<file path="src/rtl/decade_ring_check.sv">
// decade_ring_check: consumer/checker for a 2-of-5 buffer-ring decade counter.
// Decodes the sampled ring to BCD and one-hot, tracks the counter with a
// private model stepped by the same clear/advance strobes, flags illegal or
// out-of-sequence codes, and pulses a carry on every 9->0 advance.
module decade_ring_check #(
  parameter bit ERR_STICKY = 1'b1
) (
  input  logic       i_clk,
  input  logic       i_reset,
  input  logic [4:0] i_ring,
  input  logic       i_clear,
  input  logic       i_advance,
  output logic [3:0] o_digit,
  output logic [9:0] o_onehot,
  output logic       o_code_ok,
  output logic       o_sync,
  output logic       o_err_code,
  output logic       o_err_seq,
  output logic       o_carry
);

  // Ring codes {a,b,c,d,e} for each digit.
  localparam logic [4:0] RING_0 = 5'b00011;
  localparam logic [4:0] RING_1 = 5'b10010;
  localparam logic [4:0] RING_2 = 5'b10001;
  localparam logic [4:0] RING_3 = 5'b01001;
  localparam logic [4:0] RING_4 = 5'b11000;
  localparam logic [4:0] RING_5 = 5'b10100;
  localparam logic [4:0] RING_6 = 5'b01100;
  localparam logic [4:0] RING_7 = 5'b01010;
  localparam logic [4:0] RING_8 = 5'b00110;
  localparam logic [4:0] RING_9 = 5'b00101;

  localparam logic [3:0] DIGIT_BAD = 4'hF;

  typedef enum logic {
    UNSYNC = 1'b0,
    TRACK  = 1'b1
  } state_e;

  // Next ring code in counting order; an illegal code restarts at 0.
  function automatic logic [4:0] ring_succ(input logic [4:0] code);
    logic [4:0] nxt;
    case (code)
      RING_0:  nxt = RING_1;
      RING_1:  nxt = RING_2;
      RING_2:  nxt = RING_3;
      RING_3:  nxt = RING_4;
      RING_4:  nxt = RING_5;
      RING_5:  nxt = RING_6;
      RING_6:  nxt = RING_7;
      RING_7:  nxt = RING_8;
      RING_8:  nxt = RING_9;
      RING_9:  nxt = RING_0;
      default: nxt = RING_0;
    endcase
    return nxt;
  endfunction

  // Ring code to BCD; every code without exactly two bits set maps to F.
  function automatic logic [3:0] ring_to_digit(input logic [4:0] code);
    logic [3:0] dig;
    case (code)
      RING_0:  dig = 4'd0;
      RING_1:  dig = 4'd1;
      RING_2:  dig = 4'd2;
      RING_3:  dig = 4'd3;
      RING_4:  dig = 4'd4;
      RING_5:  dig = 4'd5;
      RING_6:  dig = 4'd6;
      RING_7:  dig = 4'd7;
      RING_8:  dig = 4'd8;
      RING_9:  dig = 4'd9;
      default: dig = DIGIT_BAD;
    endcase
    return dig;
  endfunction

  state_e     state_q, state_d;
  logic [4:0] exp_q, exp_d;
  logic       last_clear_q, last_advance_q;
  logic       clr_edge, adv_edge;

  logic [3:0] dec_digit;
  logic       dec_ok;
  logic [9:0] dec_onehot;

  logic [3:0] digit_q;
  logic [9:0] onehot_q;
  logic       code_ok_q;

  logic       bad_code, bad_seq;
  logic       err_code_q, err_code_d;
  logic       err_seq_q, err_seq_d;
  logic       carry_arm_q, carry_arm_d;
  logic       carry_q, carry_d;

  // Rising-edge detect on the strobes and step the expected-ring model.
  always_comb begin
    clr_edge = i_clear & ~last_clear_q;
    adv_edge = i_advance & ~last_advance_q;
    exp_d    = exp_q;
    if (clr_edge) begin
      exp_d = RING_0;
    end else if (adv_edge) begin
      exp_d = ring_succ(exp_q);
    end
  end

  // Decode the raw ring independently of tracking state.
  always_comb begin
    dec_digit  = ring_to_digit(i_ring);
    dec_ok     = (dec_digit != DIGIT_BAD);
    dec_onehot = '0;
    if (dec_ok) begin
      dec_onehot = 10'd1 << dec_digit;
    end
  end

  // Tracking state, error flags and carry pipeline next-state.
  always_comb begin
    state_d = state_q;
    if (clr_edge) begin
      state_d = TRACK;
    end

    bad_code = (state_q == TRACK) & ~dec_ok;
    bad_seq  = (state_q == TRACK) & (i_ring != exp_q);

    // Sticky flags are wiped by a clear edge, but an error detected in the
    // same cycle still lands because it is OR-ed in after the wipe.
    if (ERR_STICKY) begin
      err_code_d = (clr_edge ? 1'b0 : err_code_q) | bad_code;
      err_seq_d  = (clr_edge ? 1'b0 : err_seq_q) | bad_seq;
    end else begin
      err_code_d = bad_code;
      err_seq_d  = bad_seq;
    end

    // Two stages so the pulse lines up with the 0 digit on the decode outputs.
    carry_arm_d = adv_edge & ~clr_edge & (exp_q == RING_9) & (state_q == TRACK);
    carry_d     = carry_arm_q;
  end

  // Edge-detect history and expected-ring model registers.
  always_ff @(posedge i_clk or posedge i_reset) begin
    if (i_reset) begin
      last_clear_q   <= 1'b1;
      last_advance_q <= 1'b1;
      exp_q          <= RING_0;
    end else begin
      last_clear_q   <= i_clear;
      last_advance_q <= i_advance;
      exp_q          <= exp_d;
    end
  end

  // Registered decode outputs.
  always_ff @(posedge i_clk or posedge i_reset) begin
    if (i_reset) begin
      digit_q   <= DIGIT_BAD;
      onehot_q  <= '0;
      code_ok_q <= 1'b0;
    end else begin
      digit_q   <= dec_digit;
      onehot_q  <= dec_onehot;
      code_ok_q <= dec_ok;
    end
  end

  // Checker FSM with its registered error and carry outputs.
  always_ff @(posedge i_clk or posedge i_reset) begin
    if (i_reset) begin
      state_q     <= UNSYNC;
      err_code_q  <= 1'b0;
      err_seq_q   <= 1'b0;
      carry_arm_q <= 1'b0;
      carry_q     <= 1'b0;
    end else begin
      state_q     <= state_d;
      err_code_q  <= err_code_d;
      err_seq_q   <= err_seq_d;
      carry_arm_q <= carry_arm_d;
      carry_q     <= carry_d;
    end
  end

  assign o_digit    = digit_q;
  assign o_onehot   = onehot_q;
  assign o_code_ok  = code_ok_q;
  assign o_sync     = (state_q == TRACK);
  assign o_err_code = err_code_q;
  assign o_err_seq  = err_seq_q;
  assign o_carry    = carry_q;

endmodule

</file>
<file path="config.mk">
export PLATFORM = sky130hd
export DESIGN_NAME = decade_ring_check
export DESIGN_NICKNAME = d
export VERILOG_FILES = /design/src/rtl/decade_ring_check.sv
export SDC_FILE = /design/constraint.sdc
export NUM_CORES = 1
export LEC_CHECK = 0
export ABC_AREA = 1
export BUFFER_PORTS_ARGS = -buffer_cell sky130_fd_sc_hd__buf_2
export CAP_MARGIN = 20
export CORE_MARGIN = 3
export CORE_UTILIZATION = 39
export DETAILED_ROUTE_END_ITERATION = 6
export SLEW_MARGIN = 20
export SYNTH_ARGS = -nofsm -noshare
export SYNTH_HDL_FRONTEND = slang
export SYNTH_SLANG_ARGS = --single-unit
</file>
<file path="constraint.sdc">
create_clock -name i_clk -period 2.8 [get_ports i_clk]
set_input_delay 0.28 -clock i_clk [delete_from_list [all_inputs] [get_ports i_clk]]
set_output_delay 0.28 -clock i_clk [all_outputs]
set_load 0.02 [all_outputs]
</file>
==> impl_metrics.py, run 1 <==
metrics = {
    "logic_synthesis": {
        "synthArstFlopShare_pct": 100,
        "yosysMostFrequentCell": "nand2_1",
        "synthesis.area_um2": 1400,
        "synth_area_leaders": "dfrtp_1 34%, dfstp_2 15%, nand2_1 12%",
        "synth_edf_count": 0,
        "synth_common_cells": "44 x nand2_1, 19 x dfrtp_1, 18 x nor2_1",
        "postSynthCellCount": 170,
        "ys_types": 22,
        "avgSynthCellArea_um2": 8.26,
        "synth_nets": 187,
        "synth_area_leader_cell": "dfrtp_1",
        "ys_seq_elements": 27,
        "yosysTopAreaCellShare_pct": 33.9,
        "yosys_warnings": 0,
        "yosysSeqAreaShare_pct": 48.8,
        "synthFlopType": "dfrtp_1",
    },
    "die": {
        "core_um2": 3390,
        "boundaryPins": 28,
        "std_cell_rows": 21,
        "dieHeight_um": 66.0,
        "initial_core_util_pct": 41.4,
        "fp.dieArea_um2": 4360,
        "die_x_um": 66.0,
    },
    "critical_path": {
        "cp-end-kind": "register",
        "arrival_ps": 1800,
        "r2r_slack_ps": 1270,
        "path_class": "register to register",
        "cpPeakStageDelay_ps": 600,
        "crit_path_frequent_cell": "nand2_1",
        "worstSetupEndpoint": "exp_q[0]",
        "r2r-end": "exp_q[0]",
        "path_max_fanout": 5,
        "worstReg2RegStart": "exp_q[0]",
        "rr_worst_depth": 9,
        "crit_path_start": "exp_q[0]",
        "start_kind": "register",
        "crit_slowest_cell": "dfstp_2",
        "cp.required_ps": 3070,
        "cp_cell_sequence": "inv_1 -> ha_1 -> nand2_1 -> inv_1 -> a21oi_1 -> nand2_1 -> nand2_1 -> a21oi_1 -> nor2_1",
    },
    "cts": {
        "insertion_delay_ps": 320,
        "cts_hold_buf": 0,
        "htreeDepth": 1,
        "cts_setup_buffers": 0,
        "clk_path_buf_depth": 2,
        "cts_resized": 0,
        "cts_root_buf": "clkbuf_4",
        "clock_sinks": 27,
        "cts_tree": "built",
        "path_clk_slew_ps": 150,
        "numCtsBuffers": 3,
    },
    "grt": {
        "antenna_found_initial": 0,
        "gr-total-overflow": 0,
        "grt_usage_pct": 13.6,
        "grt_pass1_vias": 1190,
        "grt_pass1_wl_um": 4810,
        "grt_max_degree": 28,
    },
    "power_and_ir_drop": {
        "p_clk_share_pct": 16.8,
        "p_sw_w": 0.000388,
        "p_leak_nw": 0.860,
        "swShare_pct": 38.5,
        "peakVddDrop_mv": 0.284,
        "seq_power_share_pct": 49.7,
        "power_density_nw_per_um2": 628,
        "intPower_w": 0.000619,
        "p_comb_share_pct": 33.5,
    },
    "detailed_routing": {
        "first_pass_iters": 4,
        "ant_nets": 0,
        "vias_per_cell": 4.88,
        "wirelength_um": 2710,
        "drt_iter0_drc": 47,
        "vias": 1191,
        "wl_per_cell_um": 11.1,
        "drc": 0,
    },
    "layout": {
        "nNetsFinal": 216,
        "syn2layout_area_growth_pct": 14.3,
        "antennaDiodeCount": 0,
        "drive_above_1_share_pct": 27.8,
    },
    "sta": {
        "fmax_ghz": 0.653,
        "finalSetupTns_ps": 0,
        "drv_slew": 0,
        "rsz0062_at_grt": "no",
        "tightest_slew_ps": 911,
        "slew_headroom_pct": 38.9,
        "worst_slack_ps": 1270,
        "final_hold_viol_count": 0,
        "skew_ps": 6.62,
        "min_period_ps": 1530,
        "setup_violations": 0,
        "post-route-period-util_pct": 54.7,
    },
    "placement": {
        "globalplace.congestion": 0.886,
        "port_buffers": 27,
        "place_hpwl_um": 2080,
        "place_ws_ps": 1310,
    },
    "hold_path": {
        "min_path_type": "primary input to async pin",
    },
    "run": {
        "drv_cap": 0,
    },
    "outcome": {
        "outcome": "finished, final reports clean",
    },
}
## routing by layer
metal | GRT usage [%] | wire [um] | share of wire, %
met5 | 0 | 0 | 0
met4 | 4.82 | 40 | 1.5
met3 | 2.72 | 149 | 5.5
met2 | 24.7 | 1440 | 53
met1 | 15.7 | 1090 | 40
## power by group through the flow
| stage | combinational (W) | sequential, W | clock [W] |
|---|---|---|---|
| after floorplan | 0.000250 | 0.000503 | 0 |
| after global placement | 0.000325 | 0.000506 | 0 |
| after detailed placement | 0.000331 | 0.000508 | 0 |
| after CTS | 0.000334 | 0.000501 | 0.000177 |
| after global routing | 0.000387 | 0.000509 | 0.000194 |
| final | 0.000337 | 0.000501 | 0.000170 |
## area by class of cell
class | count | area (um^2)
clock buffers | 3 | 22.5
clock inverters | 1 | 7.51
fillers | 334 | 1780
inverters | 23 | 86.3
multi-input cells | 117 | 611
flip-flops and latches | 27 | 686
well taps | 46 | 57.6
repair buffers | 27 | 135
## cell usage in the layout, fill, tap and decap left out, types with 2 or more instances in the layout
master,count
clkbuf_4,3
nand2_1,44
nand2_2,9
dfstp_2,8
inv_1,16
xnor2_1,3
dfrtp_1,19
nand3_1,12
nand4_1,2
ha_1,8
a21oi_1,9
inv_2,6
nor2_1,18
buf_2,27
o21ai_0,6
## kinds of logic (layout without fill, tap and decap cells)
logic type,Yosys count,count (layout),synth area share (%)
compound gates,18,18,6.86
xor+xnor,4,4,2.50
flops,27,27,48.8
simple gates,87,87,27.0
buf+inv,26,54,7.66
fa+ha+maj,8,8,7.13
## how the worst min path moves through the flow
stage | start | cells after the start | slack, ps | endpoint
after floorplan | i_advance | 0 | 280 | last_advance_q
after global routing | i_clear | 1 | 20 | last_clear_q
after detailed placement | carry_arm_q | 0 | 340 | o_carry
final | i_reset | 2 | 10 | carry_arm_q
after global placement | carry_arm_q | 0 | 330 | o_carry
after CTS | i_advance | 1 | 30 | last_advance_q
## registers in the layout (all words and copies together), names as in the netlist
register,count
carry_arm_q,1
exp_q,5
last_advance_q,1
last_clear_q,1
o_carry,1
o_code_ok,1
o_digit,4
o_err_code,1
o_err_seq,1
o_onehot,10
o_sync,1
## stage by stage
| stage | hold slack, ps | cell area [um^2] | utilization (%) | cells | power (W) |
|---|---|---|---|---|---|
| global placement | 333 | 1580 | 46.5 | 240 | 0.000830 |
| finish | 11.9 | 1610 | 47.4 | 244 | 0.00101 |
| floorplan | 284 | 1400 | - | 170 | 0.000754 |
| global route | 19.2 | 1610 | 47.4 | 244 | 0.00109 |
| CTS | 33.3 | 1610 | 47.4 | 244 | 0.00101 |
| detailed placement | 340 | 1580 | 46.5 | 240 | 0.000839 |
## worst max-delay path: cells and delay by family, from the launching register on
kind                     cells  cell delay (ps)
flip-flops                   1              600
AND/OR/NAND/NOR              4              330
adder cells (fa/ha/maj)      1              220
AO/OA/AOI/OAI                2              210
buffers and inverters        2              120
No activity file was read; power rests on OpenSTA's default activity.
==> run 2, diff against run 1 <==
==> constraint.sdc (replaced) <==
create_clock -name i_clk -period 1.3 [get_ports i_clk]
set_input_delay 0.13 -clock i_clk [delete_from_list [all_inputs] [get_ports i_clk]]
set_output_delay 0.13 -clock i_clk [all_outputs]
set_load 0.02 [all_outputs]
==> run 2 against run 1 <==
Net effect:
- the flow now finishes with violations (setup timing)
- via count up 2.3%
- count of clock-buffer cells in the layout stayed put
- fmax grew 12%
- final area increased by 9.1%
- sequential power grew 110%
- combinational power increased to 2.9 times the previous value
- total power up 140%
- non-clock buffer count is 14 higher
- final cell count up 5.7%
- critical path type unchanged
- largest cell class unchanged
- largest power group unchanged
==> impl_metrics.py, run 2 (synthesis results as in run 1) <==
metrics = {
    "outcome": {
        "outcome": "finished, violations left",
        "violations": "setup timing",
    },
    "sta": {
        "final_hold_viol_count": 0,
        "rsz0062_at_grt": "yes",
        "drv_slew": 0,
        "fmax_ghz": 0.728,
        "tightest_slew_ps": 341,
        "post-route-period-util_pct": 106,
        "min_period_ps": 1370,
        "skew_ps": 4.76,
        "finalSetupTns_ps": -242,
        "slew_headroom_pct": 77.3,
        "worst_slack_ps": -74.1,
        "setup_violations": 4,
    },
    "layout": {
        "syn2layout_area_growth_pct": 24.8,
        "design_area_um2": 1750,
        "layout_commonest_cell": "nand2_1",
        "nNetsFinal": 230,
        "final_cells": 258,
        "antennaDiodeCount": 0,
        "layout_common_cells": "40 x nand2_1, 27 x buf_2, 19 x dfrtp_1",
        "largest_reg_flops": 10,
        "drive_above_1_share_pct": 36.8,
    },
    "detailed_routing": {
        "first_pass_iters": 4,
        "wl_per_cell_um": 11.3,
        "vias_per_cell": 4.72,
        "ant_nets": 0,
        "wirelength_um": 2930,
        "drt_iter0_drc": 38,
        "drc": 0,
        "vias": 1218,
    },
    "die": {
        "boundaryPins": 28,
        "core_um2": 3390,
        "dieHeight_um": 66.0,
        "initial_core_util_pct": 41.4,
        "std_cell_rows": 21,
        "die_x_um": 66.0,
        "fp.dieArea_um2": 4360,
    },
    "cts": {
        "insertion_delay_ps": 330,
        "numCtsBuffers": 3,
        "cts_root_buf": "clkbuf_4",
        "clock_sinks": 27,
        "clk_path_buf_depth": 2,
        "htreeDepth": 1,
        "path_clk_slew_ps": 150,
        "cts_tree": "built",
    },
    "critical_path": {
        "path_max_fanout": 3,
        "cp-end-kind": "register",
        "crit_buf_inv": 1,
        "cp_cell_sequence": "ha_1 -> inv_1 -> o21ai_2 -> nand2_1 -> nand2_1 -> nand2_1 -> a21oi_1 -> nor2_1",
        "cpPeakStageDelay_ps": 580,
        "cp.required_ps": 1580,
        "path_class": "register to register",
        "rr_worst_depth": 8,
        "arrival_ps": 1660,
        "crit_slowest_cell": "dfstp_2",
        "path_depth": 8,
        "critPathTopFamily": "flip-flops",
        "start_kind": "register",
        "crit_path_frequent_cell": "nand2_1",
    },
    "placement": {
        "place_area_um2": 1660,
        "port_buffers": 27,
        "dp_cells": 250,
        "globalplace.congestion": 0.979,
        "place_hpwl_um": 2190,
    },
    "grt": {
        "grt_pass1_vias": 1256,
        "gr-total-overflow": 0,
        "antenna_found_initial": 0,
        "grt_max_degree": 28,
        "grt_usage_pct": 14.6,
        "grt_pass1_wl_um": 5000,
    },
    "hold_path": {
        "min_path_type": "primary input to register",
        "hold-path-cell-count": 4,
    },
    "power_and_ir_drop": {
        "peakVddDrop_mv": 0.994,
        "power_density_nw_per_um2": 1380,
        "p_leak_nw": 0.923,
    },
    "run": {
        "drv_cap": 0,
    },
}
run 2: cell type report:
| class | instances | area [um^2] |
|---|---|---|
| fill | 326 | 1640 |
| timing repair buffer | 41 | 248 |
| clock inverter | 1 | 7.51 |
| multi-input combinational | 117 | 644 |
| sequential | 27 | 686 |
| inverter | 23 | 86.3 |
| clock buffer | 3 | 22.5 |
| tap | 46 | 57.6 |
run 2: repair_timing:
action	4_1_cts	5_1_grt
hold buffers	3	0
hold endpoints to repair	21	0
endpoints found under the setup margin	4	7
resized for setup	10	4
buffers inserted	1	0
pin swaps	4	4
run 2: worst paths after layout:
kind                                   from  slack, ps         end
min in group asynchronous           i_reset        380     o_carry
max in group asynchronous           i_reset        620  o_digit[1]
worst max-delay path               exp_q[0]        -70    exp_q[1]
worst min register to register  carry_arm_q        370     o_carry
worst max register to register     exp_q[0]        -70    exp_q[1]
worst min-delay path              i_ring[4]        220  o_digit[3]
run 2: tightest hold or removal path, delay by kind of cell:
kind | cells | cell delay (ps)
and+or+nand+nor | 2 | 210
buffers and inverters | 2 | 220
run 2: per-layer routing:
layer / part of all wire, % / wire [um] / up-vias / track usage (%)
met4: 0.44 / 13 / 0 / 5.08
li1: - / - / 617 / -
met2: 54 / 1570 / 35 / 27.8
met1: 40 / 1180 / 563 / 15.6
met3: 5.6 / 163 / 3 / 3.23
met5: 0 / 0 / - / 0
run 2: stage by stage:
step                hold WS (ps)  worst slack, ps  total power (W)  utilization [%]
floorplan                    134            -13.1          0.00164                -
global placement             194            -84.0          0.00191             48.9
detailed placement           206             -137          0.00194             48.9
CTS                          212            -73.8          0.00239             51.4
global route                 248             -163          0.00259             51.7
finish                       222            -74.1          0.00241             51.7
run 2: report_power, final:
part	switching (W)	internal [W]	leakage, nW	total (W)
combinational	0.000580	0.000406	0.580	0.000986
clock	0.000258	0.000118	0.0139	0.000376
sequential	0.0000894	0.000960	0.328	0.00105
